`config.mk`:
```
export PLATFORM = sky130hd
export DESIGN_NAME = delay_ctrl_multi
export DESIGN_NICKNAME = d
export VERILOG_FILES = /design/src/rtl/delay_ctrl_multi.sv
export SDC_FILE = /design/constraint.sdc
export NUM_CORES = 1
export LEC_CHECK = 0
export BUFFER_PORTS_ARGS = -buffer_cell sky130_fd_sc_hd__buf_2
export CAP_MARGIN = 5
export CORE_MARGIN = 5
export CORE_UTILIZATION = 24
export CTS_CLUSTER_SIZE = 14
export DETAILED_ROUTE_END_ITERATION = 6
export GPL_TIMING_DRIVEN = 0
export HOLD_SLACK_MARGIN = 0.02
export PLACE_DENSITY = 0.43
export SYNTH_ARGS = -nofsm -noshare
export SYNTH_HDL_FRONTEND = slang
export SYNTH_SLANG_ARGS = --single-unit
```
`constraint.sdc`:
```
create_clock -name clk -period 2.24 [get_ports clk]
set_input_delay 0.336 -clock clk [delete_from_list [all_inputs] [get_ports clk]]
set_output_delay 0.336 -clock clk [all_outputs]
set_load 0.03 [all_outputs]
```
`src/rtl/delay_ctrl_multi.sv`:
```
// Multi-channel bounded delay register with per-channel faster/slower stepping,
// Avalon-MM access and sticky saturation flags. Define DELAY_CTRL_MULTI_REPEAT_EN for hold-to-repeat.
module delay_ctrl_multi #(
    parameter int CHANNELS      = 4,
    parameter int WIDTH         = 4,
    parameter int MIN_DELAY     = 1,
    parameter int MAX_DELAY     = 15,
    parameter int INIT_DELAY    = 8,
    parameter int HOLD_CYCLES   = 50000000,
    parameter int REPEAT_CYCLES = 5000000,
    parameter int ADDR_W        = 4
) (
    input  logic                      clk,
    input  logic                      reset,
    input  logic [CHANNELS-1:0]       faster,
    input  logic [CHANNELS-1:0]       slower,
    output logic [CHANNELS*WIDTH-1:0] delay,
    input  logic [ADDR_W-1:0]         address,
    input  logic                      chipselect,
    input  logic                      read,
    input  logic                      write,
    input  logic [15:0]               writedata,
    output logic [15:0]               readdata
);

    localparam logic [WIDTH-1:0] MIN_V  = WIDTH'(MIN_DELAY);
    localparam logic [WIDTH-1:0] MAX_V  = WIDTH'(MAX_DELAY);
    localparam logic [WIDTH-1:0] INIT_V = WIDTH'(INIT_DELAY);

    logic [WIDTH-1:0]    delay_q [CHANNELS];
    logic [CHANNELS-1:0] prev_faster, prev_slower;
    logic [CHANNELS-1:0] min_flag, max_flag;
    logic [CHANNELS-1:0] min_set, max_set;
    logic [CHANNELS-1:0] active, edge_ev, step, chan_wr;
    logic                armed;
    logic                bus_wr, status_wr;
    logic [WIDTH-1:0]    wr_value;
    logic [15:0]         rd_mux;

    always_comb begin
        bus_wr    = chipselect && write;
        status_wr = bus_wr && (address == ADDR_W'(CHANNELS));
        chan_wr   = '0;
        active    = '0;
        edge_ev   = '0;
        for (int c = 0; c < CHANNELS; c++) begin
            chan_wr[c] = bus_wr && (address == ADDR_W'(c));
            active[c]  = faster[c] ^ slower[c];
            // armed blocks an input held through reset from looking like a fresh press
            edge_ev[c] = armed && active[c] &&
                         (faster[c] ? !prev_faster[c] : !prev_slower[c]);
        end
        if (writedata[WIDTH-1:0] < MIN_V)
            wr_value = MIN_V;
        else if (writedata[WIDTH-1:0] > MAX_V)
            wr_value = MAX_V;
        else
            wr_value = writedata[WIDTH-1:0];
    end

`ifdef DELAY_CTRL_MULTI_REPEAT_EN
    localparam int CNT_MAX = (HOLD_CYCLES > REPEAT_CYCLES) ? HOLD_CYCLES : REPEAT_CYCLES;
    localparam int CNT_W   = (CNT_MAX > 1) ? $clog2(CNT_MAX) : 1;

    typedef enum logic [1:0] {
        IDLE   = 2'd0,
        HOLD   = 2'd1,
        REPEAT = 2'd2
    } rpt_state_t;

    rpt_state_t          state_q [CHANNELS];
    rpt_state_t          state_d [CHANNELS];
    logic [CNT_W-1:0]    cnt_q   [CHANNELS];
    logic [CNT_W-1:0]    cnt_d   [CHANNELS];
    logic [CHANNELS-1:0] dir_q, dir_d;

    always_ff @(posedge clk or posedge reset) begin
        if (reset) begin
            for (int c = 0; c < CHANNELS; c++) begin
                state_q[c] <= IDLE;
                cnt_q[c]   <= '0;
            end
            dir_q <= '0;
        end else begin
            for (int c = 0; c < CHANNELS; c++) begin
                state_q[c] <= state_d[c];
                cnt_q[c]   <= cnt_d[c];
            end
            dir_q <= dir_d;
        end
    end

    // dir_q remembers which input started the hold, so switching inputs restarts it
    always_comb begin
        step  = '0;
        dir_d = dir_q;
        for (int c = 0; c < CHANNELS; c++) begin
            state_d[c] = state_q[c];
            cnt_d[c]   = cnt_q[c];
            case (state_q[c])
                IDLE: begin
                    if (edge_ev[c]) begin
                        step[c]    = 1'b1;
                        state_d[c] = HOLD;
                        cnt_d[c]   = CNT_W'(HOLD_CYCLES - 1);
                        dir_d[c]   = faster[c];
                    end
                end
                HOLD, REPEAT: begin
                    if (active[c] && (faster[c] == dir_q[c])) begin
                        if (cnt_q[c] == '0) begin
                            step[c]    = 1'b1;
                            state_d[c] = REPEAT;
                            cnt_d[c]   = CNT_W'(REPEAT_CYCLES - 1);
                        end else begin
                            cnt_d[c] = cnt_q[c] - 1'b1;
                        end
                    end else if (edge_ev[c]) begin
                        step[c]    = 1'b1;
                        state_d[c] = HOLD;
                        cnt_d[c]   = CNT_W'(HOLD_CYCLES - 1);
                        dir_d[c]   = faster[c];
                    end else begin
                        state_d[c] = IDLE;
                        cnt_d[c]   = '0;
                    end
                end
                default: begin
                    state_d[c] = IDLE;
                    cnt_d[c]   = '0;
                end
            endcase
        end
    end
`else
    logic unused_params;

    assign unused_params = (HOLD_CYCLES == 0) | (REPEAT_CYCLES == 0);
    assign step          = edge_ev;
`endif

    // A bus write to a channel takes precedence over that cycle's step, including its flag
    always_comb begin
        min_set = '0;
        max_set = '0;
        for (int c = 0; c < CHANNELS; c++) begin
            min_set[c] = step[c] && !chan_wr[c] && faster[c] && (delay_q[c] == MIN_V);
            max_set[c] = step[c] && !chan_wr[c] && slower[c] && (delay_q[c] == MAX_V);
        end
    end

    always_comb begin
        rd_mux = '0;
        for (int c = 0; c < CHANNELS; c++) begin
            if (address == ADDR_W'(c))
                rd_mux = 16'(delay_q[c]);
        end
        if (address == ADDR_W'(CHANNELS))
            rd_mux = {8'(max_flag), 8'(min_flag)};
    end

    always_ff @(posedge clk or posedge reset) begin
        if (reset) begin
            for (int c = 0; c < CHANNELS; c++)
                delay_q[c] <= INIT_V;
            prev_faster <= '0;
            prev_slower <= '0;
            min_flag    <= '0;
            max_flag    <= '0;
            readdata    <= '0;
            armed       <= 1'b0;
        end else begin
            armed       <= 1'b1;
            prev_faster <= faster;
            prev_slower <= slower;
            for (int c = 0; c < CHANNELS; c++) begin
                if (chan_wr[c])
                    delay_q[c] <= wr_value;
                else if (step[c] && faster[c] && (delay_q[c] != MIN_V))
                    delay_q[c] <= delay_q[c] - 1'b1;
                else if (step[c] && slower[c] && (delay_q[c] != MAX_V))
                    delay_q[c] <= delay_q[c] + 1'b1;
            end
            // Set is OR-ed in after the W1C mask so a simultaneous set survives the clear
            min_flag <= (min_flag & ~(status_wr ? writedata[CHANNELS-1:0] : '0)) | min_set;
            max_flag <= (max_flag & ~(status_wr ? writedata[8 +: CHANNELS] : '0)) | max_set;
            if (chipselect && read)
                readdata <= rd_mux;
        end
    end

    for (genvar g = 0; g < CHANNELS; g++) begin : g_out
        assign delay[g*WIDTH +: WIDTH] = delay_q[g];
    end

endmodule

```
==> impl_metrics.csv <==
group,metric,value,unit
run_status,status,"finished clean",
yosys,syn_area,2815,µm²
timing,drv_slew,0,
placement,hpwl,6.410,mm
finish,syn_to_final_growth,21.47,%
timing,rsz0062_at_grt,"false",
floorplanning,start_util,24.55,%
global_routing,grt_pass1_wl,13.99,mm
power_and_ir_drop,power.density,1129,nW/µm²
placement,gp_congestion,0.8244,
route,routedWlPerCell,16.23,µm
route,first_pass_iters,5,
clock_network,cts.sinks,41,
timing,fin_setup_tns,0,ns
route,totalWireLength,8.454,mm
yosys,async_reset_ff_share,100.0,%
yosys,yosysSeqAreaShare,36.62,%
timing,period_needed,2.122,ns
setup_path,worst-endpoint-required,2.40,ns
yosys,synth_cell_types,65,
yosys,synth.ff_latch_count,41,
clock_network,insertion_delay,0.28,ns
clock_network,cts_resized,0,
setup_path,crit_fanout,8,
global_routing,grt_usage,12.02,%
setup_path,arrival,2.28,ns
floorplanning,die_w,118.3,µm
floorplanning,core_area,11470,µm²
global_routing,grt_max_degree,23,
worst_hold_path,hold_path.class,"input pin to asynchronous set/reset pin",
finish,antennaDiodeCount,0,
placement,io_buffer_count,47,
global_routing,grt_pass1_vias,2688,
yosys,ys.flop_type,"dfrtp_1",
finish,final_layout_size_suffix_gt1_share,23.02,%
floorplanning,dieHeight,118.3,µm
timing,fin_crit_sh,94.72,%
clock_network,hold_buffers,0,
setup_path,endpoint_kind,"flop",
clock_network,cts_max_level,2,
setup_path,critPathKind,"flop to flop",
clock_network,cts_setup_buffers,0,
clock_network,max-clock-path-buffers,2,
clock_network,cts_made_buffers,5,
timing,worst_slew_pin_slew,0.7485,ns
setup_path,slowest_delay,0.47,ns
yosys,yosys_warnings,0,
setup_path,path_delay_family,"simple AND/OR/NAND/NOR gates",
timing,setup_violations,0,
clock_network,cts_tree,"done",
timing,timing.fmax,471.3,MHz
route,drt_iter0_drc,97,
yosys,synth_edf_count,0,
route,drc_errors,0,
global_routing,overflow,0,
timing,slew_headroom,49.68,%
setup_path,slowest_stage,"dfrtp_2",
global_routing,antenna_found_initial,1,
floorplanning,io-pin-count,65,
power_and_ir_drop,peakVddDrop,365.7,µV
timing,clock_skew,0.004942,ns
floorplanning,die_area,14000,µm²
finish,nets,423,
flow_run,drv_cap,0,
setup_path,startpoint_type,"flop",
setup_path,cp_cell_sequence,"inv_1, ha_1, or3b_1, and3_1, a311o_1, a32oi_1, a21oi_1",
timing,hold_viol,0,
route,vias_per_cell,4.925,
clock_network,clk_pin_slew_worst_paths,0.06,ns
route,ant_nets,0,
route,via_count,2566,
placement,placed_cells,514,
setup_path,path_buf_inv,1,
clock_network,root_buffer,"clkbuf_16",
yosys,synth_area_per_cell,8.909,µm²
finish,finalNonFillerCells,521,
yosys,synthCells,316,
power_and_ir_drop,p_leak,0.001503,µW
floorplanning,core.rowCount,39,
==> registers in the layout (all words and copies together), names as in the netlist <==
signal,cells
armed,1
delay,16
max_flag,4
min_flag,4
prev_faster,4
prev_slower,4
readdata,8
==> power by group <==
group	switching, µW	internal [µW]	leakage, µW	total [µW]
Combinational	1140	737	0.000926	1880
Sequential	292	974	0.000507	1270
Clock	282	438	0.0000700	720
==> final timing paths <==
check,start,endpoint,slack (ns),cells past startpoint
setup / recovery,delay[5]$_DFFE_PP0P_,delay[6]$_DFFE_PP0P_,0.12,7
hold / removal,reset,readdata[11]$_DFFE_PP0P_,0.08,2
setup reg to reg,delay[5]$_DFFE_PP0P_,delay[6]$_DFFE_PP0P_,0.12,7
hold reg to reg,readdata[1]$_DFFE_PP0P_,readdata[1]$_DFFE_PP0P_,0.47,2
max in group asynchronous,reset,delay[7]$_DFFE_PP1P_,1.60,3
min in group clk,faster[0],prev_faster[0]$_DFF_PP0_,0.17,1
==> layer usage <==
layer  GRT usage [%]  part of all wire (%)
met2           19.76                    48
met1           16.39                    47
met4           1.935                  0.57
met5               0                 0.083
met3           2.818                   4.8
==> cell usage after synthesis (6+ instances only) <==
cell | count | share of area (%)
a21oi_1 | 13 | 2.3
dfrtp_1 | 37 | 33
buf_4 | 8 | 2.1
nor2_1 | 17 | 2.3
nor3b_1 | 9 | 2.4
mux2i_1 | 12 | 4.3
buf_2 | 6 | 1.1
nand2b_1 | 9 | 2.0
nand2_1 | 32 | 4.3
ha_1 | 12 | 5.3
clkbuf_1 | 10 | 1.3
nand3_1 | 16 | 2.8
inv_1 | 13 | 1.7
o21ai_0 | 22 | 3.9
==> cells by family after synthesis <==
family | share of synthesized area [%]
AOI/OAI and AO/OA | 21.16
xor gates and xnor gates | 2.489
adders and majority gates | 5.333
buffers and inverters | 6.578
DFF | 36.62
muxes | 4.667
other | 0.2668
and+or+nand+nor | 22.89
==> through the flow <==
step / area [µm²] / hold slack, ns / power, µW / utilization [%] / setup WS (ns)
floorplan: 2841 / 0.3674 / 2615 / - / 0.1606
detailed placement: 3276 / 0.3957 / 3166 / 28.57 / 0.09744
global route: 3420 / 0.1143 / 4164 / 29.82 / 0.02712
finish: 3420 / 0.07838 / 3861 / 29.82 / 0.1183
CTS: 3418 / 0.09312 / 3910 / 29.81 / 0.08122
global placement: 3256 / 0.4555 / 3151 / 28.39 / 0.09912
==> cell usage in the layout, fill, tap and decap left out, types with 4 or more instances in the layout <==
cell and n:
xnor2_1 5, dfstp_2 4, a21oi_1 13, buf_2 53, a2bb2oi_1 4, a221o_1 5
conb_1 9, nor2_1 17, clkbuf_16 5, nand2_1 32, nand3_1 16, nor3b_1 9
dfrtp_1 36, o22ai_1 5, mux2i_1 12, a22oi_1 4, nand2b_1 9, clkbuf_1 11
o21ai_0 22, ha_1 12, nor2b_1 4, buf_4 8, inv_1 12
==> worst reg2reg max path, cell delays in order, from the launching register on <==
cell	delay (ns)
dfrtp_2	0.47
inv_1	0.13
ha_1	0.17
or3b_1	0.43
and3_1	0.22
a311o_1	0.31
a32oi_1	0.19
a21oi_1	0.09
==> area by class of cell <==
class,count,area [µm²]
timing repair buffer,48,255.2
tap,143,178.9
buffer,26,136.4
fill,1262,8048
clock buffer,7,142.6
inverter,13,48.80
multi-input combinational,243,1625
sequential,41,1032
Power figures use the tool's default switching activity.
